<file path="config.mk">
export PLATFORM = sky130hd
export DESIGN_NAME = regfile_writeback
export DESIGN_NICKNAME = d
export VERILOG_FILES = /design/src/rtl/regfile_writeback.sv
export SDC_FILE = /design/constraint.sdc
export NUM_CORES = 1
export LEC_CHECK = 0
export CAP_MARGIN = 20
export CORE_MARGIN = 3
export CORE_UTILIZATION = 35
export CTS_CLUSTER_DIAMETER = 30
export DETAILED_ROUTE_END_ITERATION = 12
export GPL_TIMING_DRIVEN = 0
export PLACE_DENSITY = 0.59
export SLEW_MARGIN = 10
export SYNTH_ARGS = -nofsm -noshare
export SYNTH_HDL_FRONTEND = slang
export SYNTH_SLANG_ARGS = --single-unit
</file>
<file path="constraint.sdc">
create_clock -name clk -period 4.5 [get_ports clk]
set_clock_uncertainty 0.1 [all_clocks]
set_input_delay 0.675 -clock clk [delete_from_list [all_inputs] [get_ports clk]]
set_output_delay 0.675 -clock clk [all_outputs]
set_load 0.005 [all_outputs]
</file>
<file path="src/rtl/regfile_writeback.sv">
// regfile_writeback: owns the register file's single write port.
// Merges ALU results with FIFO-buffered load results and reports pending writes.
//
// Ports:
//   clk, rst                    clock, synchronous active-high reset
//   alu_valid/alu_reg/alu_data  ALU result, always accepted
//   mem_valid/mem_ready         load result handshake
//   mem_reg/mem_data            load destination and data
//   RegWrite/write_reg/write_data  registered register-file write port
//   query1/query2, pend1/pend2  decode read addresses and their pending flags
//   fifo_count                  occupied FIFO entries (squashed ones included)
module regfile_writeback #(
    parameter int DEPTH = 4,
    parameter int AW    = 5,
    parameter int DW    = 32
) (
    input  logic                   clk,
    input  logic                   rst,
    input  logic                   alu_valid,
    input  logic [AW-1:0]          alu_reg,
    input  logic [DW-1:0]          alu_data,
    input  logic                   mem_valid,
    output logic                   mem_ready,
    input  logic [AW-1:0]          mem_reg,
    input  logic [DW-1:0]          mem_data,
    output logic                   RegWrite,
    output logic [AW-1:0]          write_reg,
    output logic [DW-1:0]          write_data,
    input  logic [AW-1:0]          query1,
    input  logic [AW-1:0]          query2,
    output logic                   pend1,
    output logic                   pend2,
    output logic [$clog2(DEPTH):0] fifo_count
);

    localparam int PW = $clog2(DEPTH);
    localparam int CW = PW + 1;

    logic [AW-1:0]    ent_reg  [DEPTH];
    logic [DW-1:0]    ent_data [DEPTH];
    // Set = stored and not squashed; cleared on pop so free slots never match.
    logic [DEPTH-1:0] ent_vld;
    logic [PW-1:0]    rd_ptr;
    logic [PW-1:0]    wr_ptr;

    logic alu_fire;
    logic push;
    logic store;
    logic pop;
    logic head_vld;

    assign mem_ready = !rst && (fifo_count < CW'(DEPTH));
    assign alu_fire  = alu_valid && (alu_reg != '0);
    assign push      = mem_valid && mem_ready;
    assign store     = push && (mem_reg != '0);
    assign pop       = !alu_fire && (fifo_count != '0);
    assign head_vld  = ent_vld[rd_ptr];

    always_ff @(posedge clk) begin
        if (rst) begin
            RegWrite   <= 1'b0;
            write_reg  <= '0;
            write_data <= '0;
        end else if (alu_fire) begin
            RegWrite   <= 1'b1;
            write_reg  <= alu_reg;
            write_data <= alu_data;
        end else if (pop) begin
            // A squashed head still consumes the slot but issues no write.
            RegWrite <= head_vld;
            if (head_vld) begin
                write_reg  <= ent_reg[rd_ptr];
                write_data <= ent_data[rd_ptr];
            end
        end else begin
            RegWrite <= 1'b0;
        end
    end

    always_ff @(posedge clk) begin
        if (rst) begin
            rd_ptr     <= '0;
            wr_ptr     <= '0;
            fifo_count <= '0;
        end else begin
            if (store) wr_ptr <= wr_ptr + PW'(1);
            if (pop)   rd_ptr <= rd_ptr + PW'(1);
            fifo_count <= fifo_count + CW'(store) - CW'(pop);
        end
    end

    // The ALU result is younger than every buffered load, so older loads to
    // the same register must never overwrite it.
    always_ff @(posedge clk) begin
        if (rst) begin
            ent_vld <= '0;
        end else begin
            for (int i = 0; i < DEPTH; i++) begin
                if (pop && rd_ptr == PW'(i))
                    ent_vld[i] <= 1'b0;
                if (alu_fire && ent_reg[i] == alu_reg)
                    ent_vld[i] <= 1'b0;
                if (store && wr_ptr == PW'(i))
                    ent_vld[i] <= !(alu_fire && mem_reg == alu_reg);
            end
        end
    end

    always_ff @(posedge clk) begin
        if (store) begin
            ent_reg[wr_ptr]  <= mem_reg;
            ent_data[wr_ptr] <= mem_data;
        end
    end

    always_comb begin
        pend1 = RegWrite && (write_reg == query1);
        pend2 = RegWrite && (write_reg == query2);
        for (int i = 0; i < DEPTH; i++) begin
            if (ent_vld[i] && ent_reg[i] == query1) pend1 = 1'b1;
            if (ent_vld[i] && ent_reg[i] == query2) pend2 = 1'b1;
        end
        if (query1 == '0) pend1 = 1'b0;
        if (query2 == '0) pend2 = 1'b0;
    end

endmodule
</file>
# Word-level counts from Yosys, hierarchy flattened
# Memory sizes are Yosys's and may differ from the RTL's. A register that Yosys moved wholly into a read port is not among the register bits.
# Index checks and enable logic that the tools add are counted.
[op_classes]
add_sub_neg = 4
n_mul = 0
n_div = 0
n_lt_le_gt_ge = 2
eq_ne = 21
shift = 0
n_mux = 38
n_bitwise = 0
n_reduce_logical = 45
[ops]
columns = ["operator", "count"]
rows = [
  ["two-way mux 32 bit", 3],
  ["== test 5 bit", 15],
  ["logical AND 1 bit", 28],
  ["two-way mux 1 bit", 27],
  ["two-way mux 5 bit", 3],
  ["nonzero test 3 bit", 5],
  ["zero test 5 bit", 2],
  ["nonzero test 5 bit", 2],
  ["== test 2 bit (second input constant)", 4],
  ["two-way mux 2 bit", 4],
  ["adder 2 x 1 -> 2 bit (second input constant)", 2],
  ["== test 2 x 1 -> 1 bit (second input constant)", 2],
  ["zero test 2 bit", 2],
  ["nonzero test 2 bit", 2],
  ["adder 3 x 1 -> 3 bit", 1],
  ["zero test 1 bit", 3],
  ["< comparator 2 x 3 -> 1 bit (second input constant)", 1],
  ["< comparator 3 bit (second input constant)", 1],
  ["subtractor 3 x 1 -> 3 bit", 1],
  ["binary-select mux 1 bit (select 2 bit)", 1],
  ["AND reduction 2 bit", 1],
]
[totals]
regBits = 49
latch_bits = 0
ram_bits = 148
rom_bits = 0
input_bits = 88
out_inout_bits = 44
elab_cells = 122
n_memories = 2
[memory_table]
columns = ["name", "words", "word_bits", "rd", "rd_ports_with_merged_regs", "write_ports", "line", "source"]
rows = [
  ["ent_data", 4, 32, 1, 1, 1, "40", "logic [DW-1:0] ent_data [DEPTH];"],
  ["ent_reg", 4, 5, 5, 1, 1, "39", "logic [AW-1:0] ent_reg [DEPTH];"],
]

# Depth between registers and ports, before layout
[depth]
word_depth = 8
mapped_depth = 13
mapped_depth_nobuf = 12

# Worst setup path before layout
# Ideal clock, no wire load.
[synth_timing]
path_type = "input to register"
from = "in alu_reg[2]"
to = "reg fifo_count[2]"
setup_time_ns = 0.128
arrival_ns = 2.939
required_ns = 4.272
setup_slack_ns = 1.333
cell_stages = 12
n_path_buf = 1
cell_sequence = "buf_4 -> or4_4 -> o21a_1 -> nor2_4 -> ha_1 -> inv_1 -> ha_1 -> inv_1 -> fa_1 -> xor2_1 -> xnor2_1 -> nor2_1"
[synth_via]
elab_chain_len = 5
[synth_lines]
columns = ["element", "line", "source"]
rows = [
  ["start, declared", "20", "input logic [AW-1:0] alu_reg,"],
  ["nonzero test 5 bit", "53", "assign alu_fire = alu_valid && (alu_reg != '0);"],
  ["logical AND 1 bit", "53", ""],
  ["zero test 1 bit", "56", "assign pop = !alu_fire && (fifo_count != '0);"],
  ["logical AND 1 bit", "56", ""],
  ["named net pop", "49", "logic pop;"],
  ["subtractor 3 x 1 -> 3 bit", "88", "fifo_count <= fifo_count + CW'(store) - CW'(pop);"],
  ["end signal, assigned", "88", ""],
  ["end, declared", "33", "output logic [$clog2(DEPTH):0] fifo_count"],
]
# The timed path passes the listed nets, and every way through them passes these cells.
# A chain may end at the register's enable or synchronous reset.

# Final worst setup path
[layout_timing]
from = "in query2[0]"
to = "out pend2"
[layout_via]
elab_chain_len = 7
word_cells_on_any_way = 16
cone_classes = "eq/ne (5); mux (5); reduce/logical (6)"
[layout_lines]
columns = ["element", "line", "source"]
rows = [
  ["start, declared", "30", "input logic [AW-1:0] query2,"],
  ["== test 5 bit (on tied branches)", "118, 121", ""],
  ["logical AND 1 bit (on tied branches)", "118, 121", ""],
  ["two-way mux 1 bit (4 in a row)", "121", "if (ent_vld[i] && ent_reg[i] == query2) pend2 = 1'b1;"],
  ["two-way mux 1 bit *", "124", "if (query2 == '0) pend2 = 1'b0;"],
  ["end, declared", "32", "output logic pend2,"],
]
# Every way passes the cells marked *; elsewhere a longest branch is shown, timed or not.

==> metrics.md <==
| Metric | Value |
|---|---|
| Worst hold slack | 465 ps |
| Setup_tns | 0 ps |
| Crit Path Class | in2out |
| R2R setup slack | 1800 ps |
| Warnings, synthesis | 0 |
| Post-Synth XOR/XNOR Area | 7.87% |
| I/O pin cnt | 132 |
| First-pass GRT wire length | 33100 um |
| Yosys reg bits | 199 |
| Post-CTS Setup Repair Bufs | 0 |
| CTS Hold Bufs | 0 |
| Die Ht | 165 um |
| Met3 WL | 1080 um |
| Largest register FFs | 128 |
| Highest clock rate | 301 MHz |
| Antenna viol nets, final | 0 |
| CTS buffer count | 17 |
| Crit share post-route | 73.9% |
| Fin. Hold Viols | 0 |
| DR iter-0 viols | 299 |
| Crit path capture type | output pin |
| Vias in the first global route | 5597 |
| Grt total ovfl | 0 |
| Post-route DRC | 0 |
| Die W | 165 um |
| Clock Tree Root | clkbuf_16 |
| Unrepaired setup endpoints after global routing | false |
| Fin cells | 1036 |
| Final worst slack | 1170 ps |
| CP startpoint | query2[0] |
| Worst-path clk slew | 80 ps |
| Die area | 0.0271 mm2 |
| Slew headroom | 41.8% |
| Status | complete, no violations |
| Primary FF master, synth | edfxtp_1 |
| Ys async rst share | 0% |
| FF-to-FF Start | fifo_count[2]$_SDFF_PP0_ |
| CP Data Required Time | 3720 ps |
| DP Cell Count | 1003 |
| Post-Syn Nets | 659 |
| Pre-antenna DRT Iters | 4 |
| Simple-gate portion of the synthesized area | 4.67% |
| VDD IR-drop max | 0.258 mV |
| Share of layout cells above drive strength 1 | 17.4% |
| Vias per cell | 5.03 |
| Worst min-delay path class | reg2reg |
| Syn_area_per_cell | 15.7 um2 |
| Vias after detailed routing | 5208 |
| Clk buf depth | 2 |
| Clock latency on the worst-skew pair | 430 ps |
| IO buf count | 115 |
| Cell area after placement | 0.0105 mm2 |
| Gr usage total | 16.5% |
| Tmin final | 3330 ps |
| Area growth, synth to finish | 26.2% |
| Top routing layer in use | met4 |
| Pwr dens | 436 mW/mm2 |
| Largest net degree at the start of global routing | 26 |
| Wire per inst | 21.1 um |
| Worst-path maximum fanout | 6 |
| Commonest cells after routing, fill and taps aside | edfxtp_1 (148), clkdlybuf4s50_1 (115), dfxtp_1 (51), nor2_1 (44), mux2i_1 (42) |
| GPL Wtd Cong | 0.834 |
| Routed length on met1 | 9230 um |
| Type of origin of the critical path | primary input |
| Metal2 WL | 11300 um |
| Post-synth EDFFs | 148 |
| Actual slew at the worst max-slew pin | 873 ps |
| HPWL Detailed | 15800 um |
| Clk sinks | 199 |
| WHS Path Cells | 2 |
| DRT Wirelength | 21900 um |
| Cts repair resizes | 0 |
| WHS Endpoint | write_data[3]$_SDFFE_PP0P_ |
| Worst R2R End | fifo_count[2]$_SDFF_PP0_ |
| Mapped Cells | 560 |
| Mapped Area | 0.00879 mm2 |
| Setup WS pre-CTS | 830 ps |
| Worst Path Arrival | 2550 ps |
| Nets@finish | 797 |
| Mux contribution to synthesized area | 14.5% |
| HP Start | write_data[3]$_SDFFE_PP0P_ |
| H-tree depth | 4 |
| Max-slew violation count | 0 |
| Post-Synth Adder-Cell Area | 1.65% |
| # setup viols final | 0 |
| Antenna violations before repair | 0 |
| Reg2Reg Depth | 12 |
| Post-synthesis cell type count | 38 |
| Row count | 57 |
| Fill count | 2248 |
| Initial core utilization | 35.8% |
| Most common cell after layout, fill and taps aside | edfxtp_1 |
| Leak | 3.84 nW |
| Largest family of logic cells by synthesized area | multiplexers |
| Synth Area in Compound Gates | 6.19% |
| CTS tree | built |
| Max-cap violations | 0 |
| Register area share after synthesis | 62.1% |
| Design area | 0.0111 mm2 |
| Core area | 0.0245 mm2 |
==> cell type report <==
type	count	area, um2	share of cell area (%)
Tap cell	324	405	3.65
Antenna cell	1	2.50	0.0225
Clock inverter	14	205	1.85
Timing Repair Buffer	119	1250	11.2
Multi-Input combinational cell	309	3070	27.7
Buffer	41	220	1.98
Sequential cell	199	5470	49.2
Inverter	11	41.3	0.372
Clock buffer	18	439	3.96
==> how the worst max path moves through the flow <==
stage | endpoint | cells after the start | slack (ps)
6_report | pend2 | 6 | 1170
5_1_grt | pend2 | 6 | 1030
4_1_cts | pend2 | 6 | 1170
3_5_place_dp | fifo_count[2]$_SDFF_PP0_ | 12 | 830
3_3_place_gp | ent_data[1][30]$_DFFE_PP_ | 4 | 200
2_1_floorplan | fifo_count[2]$_SDFF_PP0_ | 12 | 1330
==> critical path, cell delays in order <==
cell,delay (ps)
clkbuf_1,380
xnor2_1,180
nand4_1,170
o311ai_0,430
o22a_1,220
clkdlybuf4s50_1,490
==> synth_stat cells, types with 2 or more instances <==
| master | count | share of area, % |
|---|---|---|
| a2111o_1 | 4 | 0.51 |
| a211oi_1 | 12 | 1.0 |
| a211oi_2 | 24 | 3.4 |
| a21oi_1 | 3 | 0.17 |
| and2_1 | 4 | 0.28 |
| buf_1 | 3 | 0.13 |
| buf_2 | 8 | 0.46 |
| buf_4 | 7 | 0.60 |
| buf_6 | 4 | 0.51 |
| clkbuf_1 | 19 | 0.81 |
| dfxtp_1 | 51 | 12 |
| edfxtp_1 | 148 | 51 |
| ha_1 | 10 | 1.4 |
| inv_1 | 11 | 0.47 |
| mux2i_1 | 42 | 4.8 |
| mux4_2 | 38 | 9.7 |
| nand2_1 | 3 | 0.13 |
| nand3_1 | 10 | 0.57 |
| nand4_1 | 4 | 0.28 |
| nor2_1 | 44 | 1.9 |
| nor3_1 | 3 | 0.17 |
| nor4_1 | 10 | 0.71 |
| o21ai_0 | 2 | 0.11 |
| o22a_1 | 2 | 0.20 |
| o311ai_0 | 2 | 0.20 |
| o31ai_1 | 2 | 0.17 |
| or4_1 | 2 | 0.17 |
| xnor2_1 | 39 | 3.9 |
| xor2_1 | 40 | 4.0 |
==> report_power, final <==
part	internal [mW]	leakage (nW)	switching [mW]
sequential	2.08	1.76	0.0744
clock	0.920	0.314	0.728
combinational	0.550	1.76	0.479
total	3.55	3.84	1.28
==> through the flow <==
step / power (mW) / util (%)
after global routing: 5.05 / 45.2
after detailed placement: 3.25 / 42.6
after global placement: 3.21 / 42.2
after CTS: 4.88 / 45.2
final: 4.83 / 45.2
after floorplan: 2.86 / -
==> per-layer routing <==
layer	up-vias	track usage (%)
li1	2406	-
met3	19	4.24
met5	-	0
met4	0	3.81
met2	132	28.6
met1	2651	21.0
==> cells by family after synthesis <==
family / after synthesis
buffers and inverters: 52
XOR/XNOR: 79
adder cells (fa/ha/maj): 11
AND/OR/NAND/NOR: 85
AO/OA/AOI/OAI: 54
multiplexers: 80
flip-flops: 199
No activity file was read; power rests on OpenSTA's default activity.
